`src/rtl/led_pkg.sv`:
```
// Shared definitions for the LED pattern sequencer:
// mode encodings, initial masks, and the ms-to-cycles helper.
package led_pkg;

    typedef enum logic [1:0] {
        MODE_HALF   = 2'd0,
        MODE_CHASE  = 2'd1,
        MODE_BOUNCE = 2'd2,
        MODE_BLINK  = 2'd3
    } mode_e;

    typedef enum logic {
        DIR_LEFT  = 1'b0,
        DIR_RIGHT = 1'b1
    } dir_e;

    localparam logic [7:0] INIT_HALF   = 8'h0F;
    localparam logic [7:0] INIT_CHASE  = 8'h01;
    localparam logic [7:0] INIT_BOUNCE = 8'h01;
    localparam logic [7:0] INIT_BLINK  = 8'hFF;

    function automatic int ms_to_cycles(
        input int clk_hz,
        input int ms
    );
        return clk_hz / 1000 * ms;
    endfunction

    function automatic logic [7:0] init_mask(
        input mode_e m
    );
        logic [7:0] r;
        unique case (m)
            MODE_HALF:   r = INIT_HALF;
            MODE_CHASE:  r = INIT_CHASE;
            MODE_BOUNCE: r = INIT_BOUNCE;
            MODE_BLINK:  r = INIT_BLINK;
        endcase
        return r;
    endfunction

endpackage

```
`src/rtl/led_pattern_sequencer_press_classifier.sv`:
```
// Classifies debounced button presses into short and long events.
// Ports: clk, rst (async active-low), btn_level in; short_evt, long_evt 1-cycle pulses out.
module press_classifier
    import led_pkg::*;
#(
    parameter int LONG_CYC = 20
) (
    input  logic clk,
    input  logic rst,
    input  logic btn_level,
    output logic short_evt,
    output logic long_evt
);

    localparam int HW = $clog2(LONG_CYC + 1);
    localparam logic [HW-1:0] HOLD_MAX  = HW'(LONG_CYC);
    localparam logic [HW-1:0] HOLD_LAST = HW'(LONG_CYC - 1);

    logic          btn_prev;
    logic          idle_seen;
    logic          armed;
    logic          long_done;
    logic [HW-1:0] hold;
    logic          rise;
    logic          fall;

    // idle_seen blocks arming until the button has been seen released
    // after reset, so a press held through reset never generates events.
    assign rise = btn_level & ~btn_prev & idle_seen;
    assign fall = ~btn_level & btn_prev;

    assign long_evt  = btn_level & armed & ~rise & ~long_done
                     & (hold == HOLD_LAST);
    assign short_evt = fall & armed & ~long_done;

    always_ff @(posedge clk or negedge rst) begin
        if (!rst) begin
            btn_prev  <= 1'b0;
            idle_seen <= 1'b0;
            armed     <= 1'b0;
            long_done <= 1'b0;
            hold      <= '0;
        end else begin
            btn_prev <= btn_level;
            if (!btn_level) begin
                idle_seen <= 1'b1;
            end
            if (rise) begin
                armed     <= 1'b1;
                hold      <= '0;
                long_done <= 1'b0;
            end else if (btn_level && armed) begin
                if (hold != HOLD_MAX) begin
                    hold <= hold + 1'b1;
                end
                if (long_evt) begin
                    long_done <= 1'b1;
                end
            end
            if (fall) begin
                armed <= 1'b0;
            end
        end
    end

endmodule

```
`src/rtl/led_pattern_sequencer.sv`:
```
// Timed LED pattern scheduler: button short press cycles mode, long press freezes.
// Ports: clk, rst (async active-low), btn_level in; led_out[7:0], mode[1:0], frozen out.
module led_pattern_sequencer
    import led_pkg::*;
#(
    parameter int CLK_FREQ_HZ    = 10_000_000,
    parameter int STEP_MS        = 125,
    parameter int LONG_PRESS_MS  = 1000,
    parameter bit LED_ACTIVE_LOW = 1'b1
) (
    input  logic       clk,
    input  logic       rst,
    input  logic       btn_level,
    output logic [7:0] led_out,
    output logic [1:0] mode,
    output logic       frozen
);

    localparam int STEP_CYC = ms_to_cycles(CLK_FREQ_HZ, STEP_MS);
    localparam int LONG_CYC = ms_to_cycles(CLK_FREQ_HZ, LONG_PRESS_MS);
    localparam int PW = $clog2(STEP_CYC);
    localparam logic [PW-1:0] STEP_LAST = PW'(STEP_CYC - 1);
    localparam logic [7:0] LED_RST = LED_ACTIVE_LOW ? 8'hFF : 8'h00;

    logic short_evt;
    logic long_evt;
    logic tick;

    mode_e         mode_q, mode_d;
    dir_e          dir_q, dir_d;
    logic [7:0]    lit_q, lit_d;
    logic          frozen_q, frozen_d;
    logic [PW-1:0] presc_q, presc_d;

    press_classifier #(
        .LONG_CYC (LONG_CYC)
    ) u_press (
        .clk       (clk),
        .rst       (rst),
        .btn_level (btn_level),
        .short_evt (short_evt),
        .long_evt  (long_evt)
    );

    assign tick = ~frozen_q & (presc_q == STEP_LAST);

    always_comb begin
        mode_d   = mode_q;
        dir_d    = dir_q;
        lit_d    = lit_q;
        frozen_d = frozen_q;
        presc_d  = presc_q + 1'b1;

        if (frozen_q || tick) begin
            presc_d = '0;
        end
        if (long_evt) begin
            frozen_d = ~frozen_q;
        end

        // A mode change overrides a coincident step.
        if (short_evt) begin
            mode_d  = mode_e'(mode_q + 2'd1);
            lit_d   = init_mask(mode_d);
            dir_d   = DIR_LEFT;
            presc_d = '0;
        end else if (tick) begin
            unique case (mode_q)
                MODE_HALF, MODE_BLINK: begin
                    lit_d = ~lit_q;
                end
                MODE_CHASE: begin
                    lit_d = {lit_q[6:0], lit_q[7]};
                end
                MODE_BOUNCE: begin
                    // Turn around at the ends without repeating the end LED.
                    if (dir_q == DIR_LEFT) begin
                        if (lit_q[7]) begin
                            dir_d = DIR_RIGHT;
                            lit_d = lit_q >> 1;
                        end else begin
                            lit_d = lit_q << 1;
                        end
                    end else begin
                        if (lit_q[0]) begin
                            dir_d = DIR_LEFT;
                            lit_d = lit_q << 1;
                        end else begin
                            lit_d = lit_q >> 1;
                        end
                    end
                end
            endcase
        end
    end

    always_ff @(posedge clk or negedge rst) begin
        if (!rst) begin
            mode_q   <= MODE_HALF;
            dir_q    <= DIR_LEFT;
            lit_q    <= INIT_HALF;
            frozen_q <= 1'b0;
            presc_q  <= '0;
            led_out  <= LED_RST;
        end else begin
            mode_q   <= mode_d;
            dir_q    <= dir_d;
            lit_q    <= lit_d;
            frozen_q <= frozen_d;
            presc_q  <= presc_d;
            led_out  <= LED_ACTIVE_LOW ? ~lit_q : lit_q;
        end
    end

    assign mode   = mode_q;
    assign frozen = frozen_q;

endmodule

```
`config.mk`:
```
export PLATFORM = sky130hd
export DESIGN_NAME = led_pattern_sequencer
export DESIGN_NICKNAME = d
export VERILOG_FILES = /design/src/rtl/led_pkg.sv /design/src/rtl/led_pattern_sequencer_press_classifier.sv /design/src/rtl/led_pattern_sequencer.sv
export SDC_FILE = /design/constraint.sdc
export NUM_CORES = 1
export LEC_CHECK = 0
export CAP_MARGIN = 5
export CORE_UTILIZATION = 50
export CTS_BUF_LIST = sky130_fd_sc_hd__clkbuf_8
export CTS_CLUSTER_DIAMETER = 60
export DETAILED_ROUTE_END_ITERATION = 10
export PLACE_DENSITY = 0.67
export SLEW_MARGIN = 15
export SYNTH_ARGS = -nofsm -noshare
export SYNTH_HDL_FRONTEND = slang
export SYNTH_HIERARCHICAL = 1
export SYNTH_SLANG_ARGS = --single-unit
```
`constraint.sdc`:
```
create_clock -name clk -period 2.15 [get_ports clk]
set_input_delay 0.43 -clock clk [delete_from_list [all_inputs] [get_ports clk]]
set_output_delay 0.43 -clock clk [all_outputs]
set_load 0.02 [all_outputs]
```
==> qor.yml <==
drtIter0Drc: 150
vias: 3010
crit_top_cell: "or4_4"
clk_path_buf_depth: 2
r2r_end: "dir_q"
fin_crit_sh_pct: 99.4
hold_path_class: "in -> async"
ys_seq_elements: 69
pin_count: 14
min_period_ns: 2.14
slew_headroom_pct: 76.9
clock_skew_ns: 0.0131
rrSetupSlack_ns: 0.01
end_kind: "flip-flop"
synthTopCellsByArea: "dfrtp_1, dfstp_2, xor2_1, nor2_1, a21oi_1"
clkTransAtPathRegs_ns: 0.08
drtPass1Iterations: 4
numPortBuffers: 13
grt_max_degree: 70
clock_latency_ns: 0.34
worst_slew_pin_slew_ns: 0.342
ys_top_cells_by_count: "dfrtp_1, nor2_1, nand2_1"
drv_slew: 0
synthArstFlopShare_pct: 100
synth_top_area_cell: "dfrtp_1"
initial_core_util_pct: 53.0
ctsRootBufferMaster: "clkbuf_8"
grt_overflow_total: 0
synth_cell_type_count: 59
die_w_um: 87.8
ir_worst_vdd_v: 0.000493
rr_startpoint: "presc_q[0]"
synth_ff_type: "dfrtp_1"
yosys.cell_count.top_type: "dfrtp_1"
routed_via_density: 5.73
stdcell_area_um2: 4400
fp.coreArea_um2: 6940
finalSetupTns_ns: 0
whs_ns: 0.0922
fin_ws_ns: 0.0135
status: "complete, no violations"
hold_violations: 0
yosysTopAreaCellShare_pct: 38.7
place_hpwl_mm: 5.19
start_kind: "flip-flop"
cts-htree-levels: 3
crit_slowest_cell: "or4_4"
crit_chain: "ha_2 -> nand3_2 -> or4_4 -> or3_4 -> or4_4 -> a21oi_2"
pre_cts_ws_ns: -0.00938
antenna_found_initial: 0
post-route-util_pct: 63.4
track_usage_pct: 21.7
ant_nets: 0
grt_pass1_vias: 2919
finalNetCount: 432
syn-mean-instance-area_um2: 9.67
rsz0062_at_grt: "yes"
regArea_um2: 1740
netlist_area_um2: 3680
syn_to_final_growth_pct: 19.5
fmax_mhz: 468
syn_inst: 381
worst-path-buf-inv: 0
finalSetupViolCount: 0
required_ns: 2.43
antenna_cells: 0
p_leak_nw: 1.90
multiInputGateArea_um2: 1830
cp.arrival_ns: 2.41
syn_nets: 389
crit_path_max_incr_delay_ns: 0.49
cts_tree: "built"
drv_cap: 0
drive_gt1_share_pct: 22.4
cts_num_sinks: 69
crit_family: "simple AND/OR/NAND/NOR gates"
placed_area_um2: 4130
die_h_um: 87.8
grt_pass1_wl_mm: 13.1
globalplace.congestion: 0.790
power_per_cell_area_nw_per_um2: 963
yosysSeqAreaShare_pct: 47.3
wl_mm: 7.58
wire_per_inst_um: 14.4
numCtsBuffers: 9
fillers: 581
critPathKind: "reg -> reg"
rows: 30
drc_errors: 0
dieArea_um2: 7710
yosysWarnings: 6
rr_worst_depth: 6
synth_edf_count: 0
crit_path_max_fanout: 2
## worst max-delay path by stage
stage                from                to  slack [ns]  cells after the start
3_5_place_dp    btn_level          lit_q[3]      -0.009                      7
2_1_floorplan  presc_q[0]             dir_q      -0.002                      7
4_1_cts        presc_q[0]          lit_q[5]        0.01                      6
5_1_grt        presc_q[0]             dir_q       -0.08                      6
3_3_place_gp    btn_level  u_press/hold[21]        0.02                      5
6_report       presc_q[0]             dir_q        0.01                      6
## flip-flops by register name (all words and copies together), names as in the netlist
signal / flops
u_press/idle_seen: 1
lit_q: 8
u_press/long_done: 1
presc_q: 21
led_out: 8
frozen: 1
u_press/armed: 1
mode: 2
u_press/btn_prev: 1
dir_q: 1
u_press/hold: 24
## logic make-up (layout without fill, tap and decap cells)
family	after synthesis	count (layout)	synth area share (%)
compound gates	70	70	12.6
xor+xnor	29	29	6.90
fa+ha+maj	5	5	1.70
buf+inv	35	83	4.42
flops	69	69	47.3
mux	3	3	0.849
simple gates	170	170	26.3
## power by group
part	leakage (nW)	internal, mW	switching (mW)
clock	0.114	0.649	0.506
sequential	0.894	1.56	0.195
combinational	0.893	0.606	0.718
total	1.90	2.82	1.42
## routing by layer
metal	GRT usage (%)	share of wire (%)
met1	28.5	46
met2	36.1	49
met3	3.49	3.7
met4	8.64	0.99
met5	0	0
## metrics by stage
step,instances,total power [mW]
floorplan,381,2.58
global placement,507,3.04
detailed placement,507,3.07
CTS,523,4.23
global route,525,4.48
finish,525,4.24
## cell type report
class,count,area share (%)
Inverter,17,1.45
Clock inverter,7,2.08
Sequential cell,69,39.6
Tap cell,96,2.73
Multi-Input combinational cell,277,41.6
Timing Repair Buffer,50,9.81
Clock buffer,9,2.81
## timing repair
item | CTS | global route
buffers inserted | 0 | 2
resized for setup | 0 | 10
endpoints found under the setup margin | 0 | 12
hold buffers | 0 | 0
## cell usage in the layout, fill, tap and decap left out, types with 8 or more instances in the layout
| master | n |
|---|---|
| inv_1 | 18 |
| clkbuf_8 | 9 |
| a21oi_1 | 21 |
| xnor2_1 | 8 |
| xor2_1 | 21 |
| clkdlybuf4s50_1 | 12 |
| dfrtp_1 | 57 |
| o21ai_0 | 10 |
| nor2_1 | 44 |
| nand3_1 | 16 |
| nand2_1 | 28 |
| dfstp_2 | 12 |
| nand4_1 | 13 |
| or3_1 | 10 |
| buf_4 | 34 |
(Power assumes the default switching activity.)
